--- config.mk ---
export PLATFORM = sky130hd
export DESIGN_NAME = reset_sequencer_flat
export DESIGN_NICKNAME = d
export VERILOG_FILES = /design/src/rtl/reset_seq_pkg.sv /design/src/rtl/reset_sequencer_if.sv /design/src/rtl/sync_2ff.sv /design/src/rtl/reset_sequencer.sv /design/src/flat_wrapper.sv
export SDC_FILE = /design/constraint.sdc
export NUM_CORES = 1
export LEC_CHECK = 0
export ABC_CLOCK_PERIOD_IN_PS = 1900
export CORE_AREA = 2 2 48 50
export DETAILED_ROUTE_END_ITERATION = 7
export DIE_AREA = 0 0 50 52
export PLACE_DENSITY = 0.79
export SLEW_MARGIN = 15
export SYNTH_ARGS = -nofsm -noshare
export SYNTH_HDL_FRONTEND = slang
export SYNTH_SLANG_ARGS = --single-unit
--- constraint.sdc ---
create_clock -name clk0012p0 -period 1.9 [get_ports clk0012p0]
set_clock_uncertainty 0.2 [all_clocks]
set_input_delay 0.38 -clock clk0012p0 [delete_from_list [all_inputs] [get_ports clk0012p0]]
set_output_delay 0.38 -clock clk0012p0 [all_outputs]
set_load 0.05 [all_outputs]
--- src/rtl/reset_seq_pkg.sv ---
// Shared types and constants for the staged reset sequencer.
// Holds the sequencer state enum, its width, the loss-counter width and a counter sizing helper.
package reset_seq_pkg;

  localparam int STATE_W    = 2;
  localparam int LOSS_CNT_W = 8;

  typedef enum logic [STATE_W-1:0] {
    ASSERT  = 2'd0,
    HOLD    = 2'd1,
    RELEASE = 2'd2,
    RUN     = 2'd3
  } seq_state_e;

  // clog2 of the larger of two cycle counts, never below one bit
  function automatic int cnt_width(input int a, input int b);
    int m;
    m = (a > b) ? a : b;
    return (m < 2) ? 1 : $clog2(m);
  endfunction

endpackage

--- src/rtl/reset_sequencer_if.sv ---
// Bundle of the sequencer's lock/request inputs and staged reset outputs.
// slave: sequencer side; master: environment side. lock_loss_cnt only with RESET_SEQ_LOSS_CNT_EN.
interface reset_sequencer_if
  import reset_seq_pkg::*;
#(
  parameter int NUM_LOCKS   = 2,
  parameter int NUM_DOMAINS = 4
);

  logic [NUM_LOCKS-1:0]   pll_lock;
  logic                   sw_reset_req;
  logic [NUM_DOMAINS-1:0] domain_reset_n;
  logic                   all_released;
  logic [STATE_W-1:0]     seq_state;
`ifdef RESET_SEQ_LOSS_CNT_EN
  logic [LOSS_CNT_W-1:0]  lock_loss_cnt;
`endif

  modport slave (
    input  pll_lock,
    input  sw_reset_req,
`ifdef RESET_SEQ_LOSS_CNT_EN
    output lock_loss_cnt,
`endif
    output domain_reset_n,
    output all_released,
    output seq_state
  );

  modport master (
    output pll_lock,
    output sw_reset_req,
`ifdef RESET_SEQ_LOSS_CNT_EN
    input  lock_loss_cnt,
`endif
    input  domain_reset_n,
    input  all_released,
    input  seq_state
  );

endinterface

--- src/rtl/sync_2ff.sv ---
// Two-flop synchronizer for a vector of independent asynchronous flags.
// Ports: i_clk, i_rst (async, active-high), i_d (async flags), o_q (synchronized flags).
module sync_2ff #(
  parameter int WIDTH = 1
) (
  input  logic             i_clk,
  input  logic             i_rst,
  input  logic [WIDTH-1:0] i_d,
  output logic [WIDTH-1:0] o_q
);

  logic [WIDTH-1:0] r_meta;
  logic [WIDTH-1:0] r_sync;

  always_ff @(posedge i_clk or posedge i_rst) begin
    if (i_rst) begin
      r_meta <= '0;
      r_sync <= '0;
    end else begin
      r_meta <= i_d;
      r_sync <= r_meta;
    end
  end

  assign o_q = r_sync;

endmodule

--- src/rtl/reset_sequencer.sv ---
// Staged reset release: waits for all PLL locks, holds, then frees domains in ascending order.
// Ports: clk0012p0, user_reset_button (async, active-high), bus (reset_sequencer_if.slave).
// Optional RESET_SEQ_LOSS_CNT_EN adds a saturating lock-loss counter on bus.lock_loss_cnt.
module reset_sequencer
  import reset_seq_pkg::*;
#(
  parameter int NUM_LOCKS    = 2,
  parameter int NUM_DOMAINS  = 4,
  parameter int HOLD_CYCLES  = 120,
  parameter int STAGE_CYCLES = 12
) (
  input  logic               clk0012p0,
  input  logic               user_reset_button,
  reset_sequencer_if.slave   bus
);

  localparam int CNT_W = cnt_width(HOLD_CYCLES, STAGE_CYCLES);
  localparam logic [CNT_W-1:0] HOLD_LAST  = CNT_W'(HOLD_CYCLES - 1);
  localparam logic [CNT_W-1:0] STAGE_LAST = CNT_W'(STAGE_CYCLES - 1);

  logic [NUM_LOCKS-1:0]   w_lock_sync;
  logic                   w_lock_ok;
  seq_state_e             r_state;
  seq_state_e             w_state_nxt;
  logic [CNT_W-1:0]       r_cnt;
  logic [CNT_W-1:0]       w_cnt_nxt;
  logic [NUM_DOMAINS-1:0] r_dom_n;
  logic [NUM_DOMAINS-1:0] w_dom_nxt;
  logic [NUM_DOMAINS-1:0] w_dom_shift;
  logic                   r_all_rel;

  sync_2ff #(
    .WIDTH (NUM_LOCKS)
  ) u_sync (
    .i_clk (clk0012p0),
    .i_rst (user_reset_button),
    .i_d   (bus.pll_lock),
    .o_q   (w_lock_sync)
  );

  assign w_lock_ok = &w_lock_sync;

  // released domains form a thermometer code; the next release shifts in a 1
  assign w_dom_shift = (r_dom_n << 1) | NUM_DOMAINS'(1);

  always_comb begin
    w_state_nxt = r_state;
    w_cnt_nxt   = r_cnt;
    w_dom_nxt   = r_dom_n;
    unique case (r_state)
      ASSERT: begin
        w_cnt_nxt = '0;
        w_dom_nxt = '0;
        if (w_lock_ok) w_state_nxt = HOLD;
      end
      HOLD: begin
        if (!w_lock_ok) begin
          w_state_nxt = ASSERT;
          w_cnt_nxt   = '0;
          w_dom_nxt   = '0;
        end else if (r_cnt == HOLD_LAST) begin
          w_cnt_nxt   = '0;
          w_dom_nxt   = NUM_DOMAINS'(1);
          w_state_nxt = (NUM_DOMAINS == 1) ? RUN : RELEASE;
        end else begin
          w_cnt_nxt = r_cnt + 1'b1;
        end
      end
      RELEASE: begin
        if (!w_lock_ok) begin
          w_state_nxt = ASSERT;
          w_cnt_nxt   = '0;
          w_dom_nxt   = '0;
        end else if (r_cnt == STAGE_LAST) begin
          w_cnt_nxt = '0;
          w_dom_nxt = w_dom_shift;
          if (w_dom_shift[NUM_DOMAINS-1]) w_state_nxt = RUN;
        end else begin
          w_cnt_nxt = r_cnt + 1'b1;
        end
      end
      RUN: begin
        if (!w_lock_ok || bus.sw_reset_req) begin
          w_state_nxt = ASSERT;
          w_cnt_nxt   = '0;
          w_dom_nxt   = '0;
        end
      end
      default: begin
        w_state_nxt = ASSERT;
        w_cnt_nxt   = '0;
        w_dom_nxt   = '0;
      end
    endcase
  end

  always_ff @(posedge clk0012p0 or posedge user_reset_button) begin
    if (user_reset_button) begin
      r_state   <= ASSERT;
      r_cnt     <= '0;
      r_dom_n   <= '0;
      r_all_rel <= 1'b0;
    end else begin
      r_state   <= w_state_nxt;
      r_cnt     <= w_cnt_nxt;
      r_dom_n   <= w_dom_nxt;
      r_all_rel <= (w_state_nxt == RUN);
    end
  end

  assign bus.domain_reset_n = r_dom_n;
  assign bus.all_released   = r_all_rel;
  assign bus.seq_state      = r_state;

`ifdef RESET_SEQ_LOSS_CNT_EN
  logic                  w_loss;
  logic [LOSS_CNT_W-1:0] r_loss_cnt;

  // a lock loss only counts once the sequence has left ASSERT
  assign w_loss = !w_lock_ok && (r_state != ASSERT);

  always_ff @(posedge clk0012p0 or posedge user_reset_button) begin
    if (user_reset_button) begin
      r_loss_cnt <= '0;
    end else if (w_loss && (r_loss_cnt != '1)) begin
      r_loss_cnt <= r_loss_cnt + 1'b1;
    end
  end

  assign bus.lock_loss_cnt = r_loss_cnt;
`endif

endmodule
--- src/flat_wrapper.sv ---
// flat-port wrapper written by rule: the top's interface ports become plain ports
module reset_sequencer_flat import reset_seq_pkg::*;
#(
  parameter int NUM_LOCKS    = 2,
  parameter int NUM_DOMAINS  = 4,
  parameter int HOLD_CYCLES  = 120,
  parameter int STAGE_CYCLES = 12
)
  (clk0012p0, user_reset_button, bus_pll_lock, bus_sw_reset_req, bus_domain_reset_n, bus_all_released, bus_seq_state);
  reset_sequencer_if #(.NUM_LOCKS(NUM_LOCKS), .NUM_DOMAINS(NUM_DOMAINS)) bus_i ();
  input  logic clk0012p0;
  input  logic user_reset_button;
  input wire logic [$bits(bus_i.pll_lock)-1:0] bus_pll_lock;
  input wire logic [$bits(bus_i.sw_reset_req)-1:0] bus_sw_reset_req;
  output wire logic [$bits(bus_i.domain_reset_n)-1:0] bus_domain_reset_n;
  output wire logic [$bits(bus_i.all_released)-1:0] bus_all_released;
  output wire logic [$bits(bus_i.seq_state)-1:0] bus_seq_state;
  assign bus_i.pll_lock = bus_pll_lock;
  assign bus_i.sw_reset_req = bus_sw_reset_req;
  assign bus_domain_reset_n = bus_i.domain_reset_n;
  assign bus_all_released = bus_i.all_released;
  assign bus_seq_state = bus_i.seq_state;
  reset_sequencer #(.NUM_LOCKS(NUM_LOCKS), .NUM_DOMAINS(NUM_DOMAINS), .HOLD_CYCLES(HOLD_CYCLES), .STAGE_CYCLES(STAGE_CYCLES)) u_core (.clk0012p0(clk0012p0), .user_reset_button(user_reset_button), .bus(bus_i));
endmodule
==> metrics.md, run 1 <==
| Metric | Value |
|---|---|
| Final HPWL DP | `1600 um` |
| Antenna viol nets, final | `0` |
| Crit path DAT | `1960 ps` |
| Drt via density | `5.217` |
| Cell Area, Synth | `954.7 um2` |
| Worst R2R End | `u_core.r_cnt[6]` |
| Clk root buf | `clkbuf_4` |
| Final Instance Area | `0.001365 mm2` |
| Die Ht | `52 um` |
| Sequential cell area fraction in the yosys report | `47.18%` |
| Area post-placement | `0.001282 mm2` |
| Combinational cell fraction of total power | `37.2%` |
| CP endpoint | `u_core.r_cnt[6]` |
| Die W | `50 um` |
| Cts bufs inserted | `3` |
| Nets@finish | `149` |
| Final setup margin | `-17.54 ps` |
| First-pass GRT wire length | `3650 um` |
| Worst-path cell chain | `buf_4, ha_4, nand2b_1, nor2_1, or4_1, a21oi_1, a21o_1` |
| CP startpoint | `u_core.bus.seq_state[0]` |
| Antenna fix cells | `0` |
| Max Cap Viol | `0` |
| Worst slew pin tran | `300.0 ps` |
| Critical path peak fanout | `5` |
| Final period util | `100.9%` |
| Routed vias | `866` |
| Pleak | `0.5977 nW` |
| Worst reg2reg path startpoint | `u_core.bus.seq_state[0]` |
| Syn Area/Cell | `9.269 um2` |
| GRT Total Usage | `18.25%` |
| Net switching power | `0.0003362 W` |
| Routed len/inst | `12.86 um` |
| DRC | `0` |
| Crit. End Element | `flip-flop` |
| Post-synth cell types | `29` |
| Min Tclk post-route | `1918 ps` |
| Final Hold Vio Count | `0` |
| I/O Buffers | `11` |
| CP max stage cell | `or4_1` |
| Clock tree buffer depth | `2` |
| Crit path launch type | `flip-flop` |
| CTS tree | `done` |
| Failing checks | `setup timing` |
| Starting Density | `45.34%` |
| Drt initial violations | `9` |
| Largest net degree at the start of global routing | `19` |
| # IOs | `12` |
| Cell-internal power | `0.0007174 W` |
| Syn Nets | `113` |
| Synth Warn # | `0` |
| Hold buffer count at cts | `0` |
| Proportion of layout cells with a drive suffix above 1 | `34.06%` |
| Number of global-route vias before repair | `872` |
| Worst reg2reg path depth | `7` |
| Clock power share | `22.5%` |
| Overall power | `0.001054 W` |
| Slowest cell delay on critical path | `480 ps` |
| Net Sw Frac | `31.91%` |
| Fmax | `521.5 MHz` |
| Clock Latency Late Sink | `290 ps` |
| Gpl congestion | `0.9074` |
| Status | `finished, violations left` |
| RSZ-0062 raised after global routing | `yes` |
| Pre-Repair DR Iteration Count | `4` |
| Most frequent cells in the layout | `26 x buf_4, 16 x dfrtp_1, 11 x nand2_1` |
| Synth Instances | `103` |
| Worst-path clk slew | `110 ps` |
| Row count | `17` |
| CTS Sinks | `18` |
| Die area | `0.002600 mm2` |
| Slew Viols, Final | `0` |
| Area Growth Syn to Fin | `42.99%` |
| Worst vdd ir | `0.0005278 V` |
| Most common cell after layout, fill and taps aside | `buf_4` |
| DRT Wirelength | `2134 um` |
| Initial antenna violation count | `0` |
| Worst Hold Class | `reg2reg` |
| WP data required | `1940 ps` |
| Pwr dens | `771.8 mW/mm2` |
| Htree depth | `1` |
| Reg2Reg Setup Slack | `-20 ps` |
| Post-synthesis register bit count | `18` |
| Core Region | `0.002106 mm2` |
| CP Class | `reg2reg` |
| Endpoints failing setup | `2` |
| Reg power frac | `40.3%` |
| Slew headroom | `79.93%` |
| Grt ovf | `0` |
==> power by group through the flow <==
stage                     clock, W  combinational (W)  sequential [W]
after floorplan                  0           0.000141        0.000472
after global placement           0           0.000311        0.000437
after detailed placement         0           0.000318        0.000439
after CTS                 0.000245           0.000370        0.000421
after global routing      0.000261           0.000416        0.000426
final                     0.000237           0.000392        0.000425
==> routing by layer <==
| metal | part of all wire (%) | vias to the layer above | GRT usage [%] |
|---|---|---|---|
| met5 | 0 | - | 0 |
| met4 | 0 | 0 | 4.630 |
| met1 | 45 | 406 | 21.86 |
| met2 | 52 | 15 | 33.33 |
| li1 | - | 445 | - |
| met3 | 2.9 | 0 | 3.448 |
==> cells by family after synthesis <==
group                    share of synthesized area (%)
AND/OR/NAND/NOR                                  19.92
AO/OA/AOI/OAI                                    22.81
flip-flops                                       47.18
buffers and inverters                            3.538
adder cells (fa/ha/maj)                          6.553
==> cell type report <==
type / count / area, um2
Timing Repair Buffer: 32 / 275.3
Inverter: 8 / 32.53
Clock buffer: 4 / 36.28
Tap cell: 28 / 35.03
Fill cell: 169 / 740.7
Multi-Input combinational cell: 76 / 533.0
Sequential cell: 18 / 452.9
==> Yosys cell counts <==
| cell type | number | share of area, % |
|---|---|---|
| ha_1 | 5 | 6.6 |
| o21a_1 | 1 | 0.79 |
| and3_1 | 2 | 1.3 |
| nor2b_1 | 2 | 1.3 |
| a31o_4 | 1 | 1.8 |
| a21oi_2 | 1 | 0.92 |
| o21ai_0 | 5 | 2.6 |
| nand2b_1 | 2 | 1.3 |
| o21ai_1 | 8 | 4.2 |
| nor2_1 | 3 | 1.2 |
| a22o_1 | 3 | 2.8 |
| a31oi_1 | 1 | 0.66 |
| o22a_1 | 1 | 0.92 |
| nand3_1 | 8 | 4.2 |
| or2_2 | 1 | 0.66 |
| a21o_1 | 2 | 1.6 |
| nor4_1 | 1 | 0.66 |
| nor3_1 | 1 | 0.52 |
| o31ai_1 | 1 | 0.79 |
| dfrtp_1 | 18 | 47 |
| o311ai_1 | 1 | 0.92 |
| a21oi_1 | 8 | 4.2 |
| or4_1 | 3 | 2.4 |
| nor3b_1 | 1 | 0.79 |
| nand4_1 | 2 | 1.3 |
| o22ai_1 | 1 | 0.66 |
| inv_1 | 8 | 3.1 |
| clkbuf_1 | 1 | 0.39 |
| nand2_1 | 11 | 4.3 |
==> registers in the layout (all words and copies together), names as in the netlist <==
| register | cells |
|---|---|
| u_core.bus.all_released | 1 |
| u_core.bus.domain_reset_n | 4 |
| u_core.bus.seq_state | 2 |
| u_core.r_cnt | 7 |
| u_core.u_sync.o_q | 2 |
| u_core.u_sync.r_meta | 2 |
==> critical path: cells and delay by family (launching register included) <==
family	cells	cell delay [ps]
AO/OA/AOI/OAI	2	250
adder cells (fa/ha/maj)	1	150
buffers and inverters	1	160
flip-flops	1	460
AND/OR/NAND/NOR	3	650
==> through the flow <==
stage | setup slack, ps | hold WS [ps] | TNS, ps | instances | utilization (%)
2_1_floorplan | -58.25 | 118.4 | -131.7 | 103 | -
3_3_place_gp | -109.8 | 134.8 | -183.4 | 158 | 60.90
3_5_place_dp | -167.7 | 134.7 | -377.9 | 158 | 60.90
4_1_cts | 1.374 | 156.0 | 0 | 165 | 63.70
5_1_grt | -88.53 | 178.2 | -324.5 | 166 | 64.82
6_report | -17.54 | 152.9 | -26.11 | 166 | 64.82
==> worst min-delay path by stage <==
stage	start	to	slack, ps	cells past startpoint
3_5_place_dp	u_core.u_sync.r_meta[0]	u_core.u_sync.o_q[0]	130	0
3_3_place_gp	u_core.u_sync.r_meta[1]	u_core.u_sync.o_q[1]	130	0
4_1_cts	u_core.u_sync.r_meta[0]	u_core.u_sync.o_q[0]	160	0
2_1_floorplan	user_reset_button	u_core.bus.all_released	120	1
6_report	u_core.u_sync.r_meta[0]	u_core.u_sync.o_q[0]	150	0
5_1_grt	u_core.u_sync.r_meta[0]	u_core.u_sync.o_q[0]	180	0
==> timing repair <==
action	CTS	global route
endpoints found under the setup margin	2	9
buffers inserted	3	1
pin swaps	1	1
gates resized for setup	0	3
Power figures use the tool's default switching activity.
==> run 2, diff against run 1 <==
Settings changed: SETUP_SLACK_MARGIN from default to 0.05.
==> run 2 against run 1 <==
- the flow still finishes with violations (setup timing)
- fmax decreased by 1.1%
- flip-flop and latch count unchanged
- combinational power increased by 5%
- largest cell class unchanged
- register-to-register slack got worse by 20 ps
- sequential power about the same
- via count increased by 13%
- sequential share of layout area decreased by 1.9 points
- non-clock buffer count increased by 4
- clock power decreased by 3%
- first-iteration DRC count increased to 3.9 times the previous value
==> metrics.md, run 2 (synthesis results as in run 1) <==
| Metric | Value |
|---|---|
| Slowest cell delay on critical path | `560 ps (+80 ps)` |
| WP data required | `1910 ps (-30 ps)` |
| CP max stage cell | `dfrtp_4` |
| Critical path peak fanout | `5 (unchanged)` |
| Slew headroom | `72.26% (-7.7 points)` |
| Drt initial violations | `35 (+26)` |
| FILL cells | `154 (-8.9%)` |
| Row count | `17 (unchanged)` |
| Pleak | `0.6320 nW (+5.7%)` |
| Most frequent cells in the layout | `29 x buf_4, 16 x dfrtp_1, 11 x nand2_1` |
| Pre-Repair DR Iteration Count | `4 (unchanged)` |
| Reg2Reg Setup Slack | `-40 ps (-20 ps)` |
| Area post-placement | `0.001308 mm2 (+2.0%)` |
| Final period util | `102.1% (+1.2 points)` |
| Htree depth | `1 (unchanged)` |
| Most common cell after layout, fill and taps aside | `buf_4` |
| Drt via density | `5.776 (+11%)` |
| Clk root buf | `clkbuf_4` |
| Delay-heaviest family, CP | `flip-flops` |
| Final core occ | `69.16% (+4.3 points)` |
| Die area | `0.002600 mm2 (unchanged)` |
| Met1 GRT Util | `21.86% (unchanged)` |
| Register area | `455.4 um2 (+0.55%)` |
| Final Hold Vio Count | `0 (unchanged)` |
| Clock power share | `21.7% (-0.8 points)` |
| DRC | `0 (unchanged)` |
| Endpoints failing setup | `3 (+1)` |
| Nets@finish | `153 (+2.7%)` |
| Area Growth Syn to Fin | `52.56%` |
| Cts bufs inserted | `3 (unchanged)` |
| Worst slew pin tran | `412.7 ps (+112.7 ps)` |
| Crit path launch type | `flip-flop` |
| Gpl congestion | `0.8209 (-9.5%)` |
| RSZ-0062 raised after global routing | `yes` |
| Combinational cell fraction of total power | `38.7% (+1.5 points)` |
| Antenna viol nets, final | `0 (unchanged)` |
| Routed vias | `982 (+13%)` |
| Hold endpoint | `u_core.u_sync.o_q[0]` |
| Clock tree buffer depth | `2 (unchanged)` |
| Status | `finished, violations left` |
| Reg power frac | `39.7% (-0.6 points)` |
| Starting Density | `45.34% (unchanged)` |
| M3 GR Usage | `2.874% (-0.57 points)` |
| Die Ht | `52 um (unchanged)` |
| Pwr dens | `730.1 mW/mm2 (-5.4%)` |
| Grt ovf | `0 (unchanged)` |
| CTS Sinks | `18 (unchanged)` |
| Worst Hold Class | `reg2reg` |
| Worst reg2reg path depth | `6 (-1)` |
| Worst reg2reg path startpoint | `u_core.bus.seq_state[1]` |
| Hold Path Origin | `u_core.u_sync.r_meta[0]` |
| Hold Crit Depth | `0 (unchanged)` |
| First-pass GRT wire length | `3967 um (+8.7%)` |
| Hold buffer count at cts | `0 (unchanged)` |
| Max Cap Viol | `0 (unchanged)` |
| Multi-input logic area | `585.6 um2 (+9.9%)` |
| Core Region | `0.002106 mm2 (unchanged)` |
| Buf+Inv Stages, Crit Path | `1 (unchanged)` |
| Worst vdd ir | `0.0005607 V (+6.2%)` |
| DRT Wirelength | `2627 um (+23%)` |
| Number of global-route vias before repair | `946 (+8.5%)` |
| Overall power | `0.001063 W (+0.92%)` |
| Routed len/inst | `15.45 um (+20%)` |
| Worst R2R End | `u_core.r_cnt[3]` |
| GRT Total Usage | `20.11% (+1.9 points)` |
| Slew Viols, Final | `0 (unchanged)` |
| # IOs | `12 (unchanged)` |
| Initial antenna violation count | `0 (unchanged)` |
| Routing usage on met2 | `38.60% (+5.3 points)` |
| Final Instance Area | `0.001456 mm2 (+6.7%)` |
| Worst-path cell chain | `inv_4, ha_1, o21ai_4, a21o_1, or4_1, o21ai_1` |
| Fmax | `515.6 MHz (-1.1%)` |
| Biggest register | `u_core.r_cnt` |
| I/O Buffers | `11 (unchanged)` |
| Proportion of layout cells with a drive suffix above 1 | `40.85% (+6.8 points)` |
| Crit. End Element | `flip-flop` |
| Largest net degree at the start of global routing | `19 (unchanged)` |
| CP startpoint | `u_core.bus.seq_state[1]` |
| Worst-path clk slew | `100 ps (about the same)` |
| Net switching power | `0.0003408 W (+1.4%)` |
| Final setup margin | `-39.67 ps (-22.14 ps)` |
| GR peak layer | `met2` |
| Failing checks | `setup timing` |
| Die W | `50 um (unchanged)` |
| Cell-internal power | `0.0007225 W (+0.72%)` |
| Clock Latency Late Sink | `290 ps (about the same)` |
| Min Tclk post-route | `1940 ps (+22.14 ps)` |
| Max FFs per register | `7 (unchanged)` |
| Final HPWL DP | `1769 um (+11%)` |
| CP Class | `reg2reg` |
| Minimum hold slack | `168.0 ps (+15.09 ps)` |
| CTS tree | `done` |
| Antenna fix cells | `0 (unchanged)` |
| Net Sw Frac | `32.05% (+0.14 points)` |
| Crit path DAT | `1950 ps (about the same)` |
[run 2: how the worst max path moves through the flow]
stage / end / slack, ps / cells past startpoint
after global placement: u_core.r_cnt[6] / -150 / 6
final: u_core.r_cnt[3] / -40 / 6
after detailed placement: u_core.r_cnt[6] / -250 / 6
after CTS: u_core.r_cnt[4] / -6 / 7
after global routing: u_core.r_cnt[3] / -110 / 6
after floorplan: u_core.r_cnt[3] / -60 / 7
[run 2: power by group through the flow]
stage / combinational (W) / clock, W / sequential, W
after floorplan: 0.000141 / 0 / 0.000472
after global placement: 0.000310 / 0 / 0.000437
after detailed placement: 0.000321 / 0 / 0.000438
after CTS: 0.000362 / 0.000241 / 0.000428
after global routing: 0.000433 / 0.000263 / 0.000425
final: 0.000411 / 0.000230 / 0.000422
[run 2: layout make-up]
type / count / area share (%)
Tap cell: 28 / 2.405
Multi-Input combinational cell: 76 / 40.21
Sequential cell: 18 / 31.27
Clock buffer: 4 / 2.491
Timing Repair Buffer: 36 / 21.22
Inverter: 8 / 2.405
[run 2: repair_timing]
| item | in CTS | in global routing |
|---|---|---|
| setup buffers | 4 | 2 |
| pin swaps | 4 | 8 |
| gates resized for setup | 5 | 9 |
| setup endpoints to repair | 8 | 11 |
[run 2: worst register-to-register path: stages (launching register included)]
cell and delay, ps:
dfrtp_4 560, inv_4 100, ha_1 210, o21ai_4 100, a21o_1 200, or4_1 410
o21ai_1 100
[run 2: metal layers]
| metal | up-vias | share of wire [%] |
|---|---|---|
| li1 | 452 | - |
| met1 | 479 | 40 |
| met2 | 39 | 52 |
| met3 | 12 | 4.5 |
| met4 | 0 | 3.5 |
| met5 | - | 0 |
[run 2: stage by stage]
stage	instances	setup TNS, ps	worst slack (ps)
finish	170	-75.01	-39.67
global route	170	-272.6	-105.3
CTS	168	-8.765	-5.722
detailed placement	160	-1129	-247.2
global placement	160	-498.4	-152.8
floorplan	103	-130.1	-57.72
==> run 3, diff against run 2 <==
==> constraint.sdc (replaced) <==
create_clock -name clk0012p0 -period 1.9 [get_ports clk0012p0]
set_clock_uncertainty 0.2 [all_clocks]
set_input_delay 0.19 -clock clk0012p0 [delete_from_list [all_inputs] [get_ports clk0012p0]]
set_output_delay 0.19 -clock clk0012p0 [all_outputs]
set_load 0.05 [all_outputs]
==> run 3 against run 2 <==
- the flow still finishes with violations (setup timing)
- worst setup slack gained 32 ps
- count of clock-buffer cells in the layout did not move
- hold slack got worse by 44 ps
- die area did not move
- cell count up 0.59%
- register-to-register slack improved by 30 ps
- via count is 4.7% higher
- flip-flop and latch count stayed put
- fmax increased by 1.7%
- combinational power down 5.8%
- critical path type unchanged
- largest power group unchanged
- highest routed layer unchanged
==> metrics.md, run 3 (synthesis results as in run 1) <==
| Metric | Value |
|---|---|
| Final Hold Vio Count | `0 (unchanged)` |
| Pre-Repair DR Iteration Count | `4 (unchanged)` |
| I/O Buffers | `11 (unchanged)` |
| Status | `finished, violations left` |
| Worst slew pin tran | `503.3 ps (+90.64 ps)` |
| Proportion of layout cells with a drive suffix above 1 | `39.16% (-1.7 points)` |
| Net Sw Frac | `34.18% (+2.1 points)` |
| FILL cells | `140 (-9.1%)` |
| DRC | `0 (unchanged)` |
| Biggest register | `u_core.r_cnt` |
| Final period util | `100.4% (-1.7 points)` |
| Antenna fix cells | `0 (unchanged)` |
| Clock tree buffer depth | `2 (unchanged)` |
| Core Region | `0.002106 mm2 (unchanged)` |
| Multi-input logic area | `588.1 um2 (+0.43%)` |
| CTS tree | `done` |
| Pwr dens | `698.5 mW/mm2 (-4.3%)` |
| Final setup margin | `-7.880 ps (+31.79 ps)` |
| Hold Crit Depth | `1 (+1)` |
| Worst reg2reg path depth | `6 (unchanged)` |
| CTS Sinks | `18 (unchanged)` |
| Crit. End Element | `flip-flop` |
| Antenna viol nets, final | `0 (unchanged)` |
| Reg power frac | `41.9% (+2.2 points)` |
| Nets@finish | `154 (+0.65%)` |
| WP data required | `1930 ps (+20 ps)` |
| Drt initial violations | `62 (+77%)` |
| Slew Viols, Final | `0 (unchanged)` |
| Post-Route Setup TNS | `-15.81 ps (+59.20 ps)` |
| Worst-path clk slew | `110 ps (about the same)` |
| Routed vias | `1028 (+4.7%)` |
| Min Tclk post-route | `1908 ps (-31.79 ps)` |
| Max FFs per register | `7 (unchanged)` |
| Endpoints failing setup | `3 (unchanged)` |
| Finished Layout Cells | `171 (+0.59%)` |
| Most common cell after layout, fill and taps aside | `buf_4` |
| Number of global-route vias before repair | `945 (-0.11%)` |
| Fmax | `524.1 MHz (+1.7%)` |
| Cts bufs inserted | `3 (unchanged)` |
| Final HPWL DP | `1703 um (-3.7%)` |
| Grt ovf | `0 (unchanged)` |
| Failing checks | `setup timing` |
| Critical path peak fanout | `4 (-1)` |
| Net switching power | `0.0003459 W (+1.5%)` |
| Crit path launch type | `flip-flop` |
| Die W | `50 um (unchanged)` |
| RSZ-0062 raised after global routing | `yes` |
| Drt via density | `6.012 (+4.1%)` |
| Worst Hold Class | `in2reg` |
| Most frequent cells in the layout | `29 x buf_4, 16 x dfrtp_1, 11 x nand2_1` |
| Max Cap Viol | `0 (unchanged)` |
| # IOs | `12 (unchanged)` |
| Combinational cell fraction of total power | `38.3% (-0.4 points)` |
| Routed len/inst | `16.57 um (+7.2%)` |
| GRT Total Usage | `21.18% (+1.1 points)` |
| Minimum hold slack | `123.5 ps (-44.46 ps)` |
| Final core occ | `68.81% (-0.36 points)` |
| Crit path DAT | `1940 ps (about the same)` |
| Largest net degree at the start of global routing | `12 (-7)` |
| Initial antenna violation count | `0 (unchanged)` |
| Gpl congestion | `0.8936 (+8.9%)` |
| DRT Wirelength | `2833 um (+7.8%)` |
| Worst vdd ir | `0.0005982 V (+6.7%)` |
| Htree depth | `1 (unchanged)` |
| Die Ht | `52 um (unchanged)` |
| Die area | `0.002600 mm2 (unchanged)` |
| Placed instance count | `153 (-4.4%)` |
| CP Class | `reg2reg` |
| Slew headroom | `66.39% (-5.9 points)` |
| Area Growth Syn to Fin | `51.77%` |
| Row count | `17 (unchanged)` |
| Starting Density | `45.34% (unchanged)` |
| Cell-internal power | `0.0006662 W (-7.8%)` |
| First-pass GRT wire length | `4133 um (+4.2%)` |
| Clk root buf | `clkbuf_4` |
| Clock Latency Late Sink | `290 ps (about the same)` |
| Clock power share | `19.8% (-1.9 points)` |
| Register area | `455.4 um2 (unchanged)` |
| Pleak | `0.6464 nW (+2.3%)` |
[run 3: cell types whose count changed in the layout (fill, tap and decap cells not counted), sizes merged]
cell / delta
dlygate4sd3: +1
dlymetal6s2s: +1
buf: -2
dlygate4sd2: +1
[run 3: repair_timing]
action | in CTS | in global routing
pin swaps | 1 | 8
buffers inserted | 4 | 9
hold endpoints to repair | 7 | 0
gates resized for setup | 7 | 9
endpoints found under the setup margin | 7 | 14
hold buffers | 1 | 0
[run 3: metal layers]
layer	track usage [%]	up-vias	share of wire [%]
li1	-	451	-
met1	24.13	485	39
met2	36.84	75	48
met3	4.310	17	9.5
met4	12.04	0	4.0
met5	0	-	0
[run 3: stage by stage]
step	power, W	setup WS [ps]	cell area [um2]
final	0.001012	-7.880	1449
after global routing	0.001063	-78.67	1449
after CTS	0.0009713	9.189	1345
after detailed placement	0.0006996	10.94	1235
after global placement	0.0006941	3.687	1235
after floorplan	0.0006137	-57.72	1017
[run 3: path summary, 6_finish.rpt]
path	end	slack (ps)	start
max	u_core.r_cnt[3]	-8	u_core.bus.seq_state[1]
min	u_core.u_sync.r_meta[1]	120	bus_pll_lock[1]
max reg2reg	u_core.r_cnt[3]	-8	u_core.bus.seq_state[1]
min reg2reg	u_core.u_sync.o_q[0]	170	u_core.u_sync.r_meta[0]
max in group asynchronous	u_core.r_cnt[5]	570	user_reset_button
min in group asynchronous	u_core.bus.seq_state[1]	480	user_reset_button
[run 3: final cells by class]
cell class	count	share of cell area (%)
inverter	8	2.418
multi-input combinational	76	40.59
sequential	18	31.43
tap	28	2.418
clock buffer	4	1.813
timing repair buffer	37	21.33
[run 3: power by group through the flow]
stage / Sequential [W] / Clock (W) / Combinational [W]
3_5_place_dp: 0.000438 / 0 / 0.000261
3_3_place_gp: 0.000436 / 0 / 0.000258
5_1_grt: 0.000425 / 0.000229 / 0.000410
2_1_floorplan: 0.000472 / 0 / 0.000141
4_1_cts: 0.000423 / 0.000204 / 0.000344
6_report: 0.000424 / 0.000201 / 0.000387
[run 3: worst max-delay path, cell delays in order, from the launching register on]
cell     delay (ps)
dfrtp_4         490
inv_4            60
ha_4            280
nand3_4         100
a21o_1          210
or4_4           430
o21ai_2          60
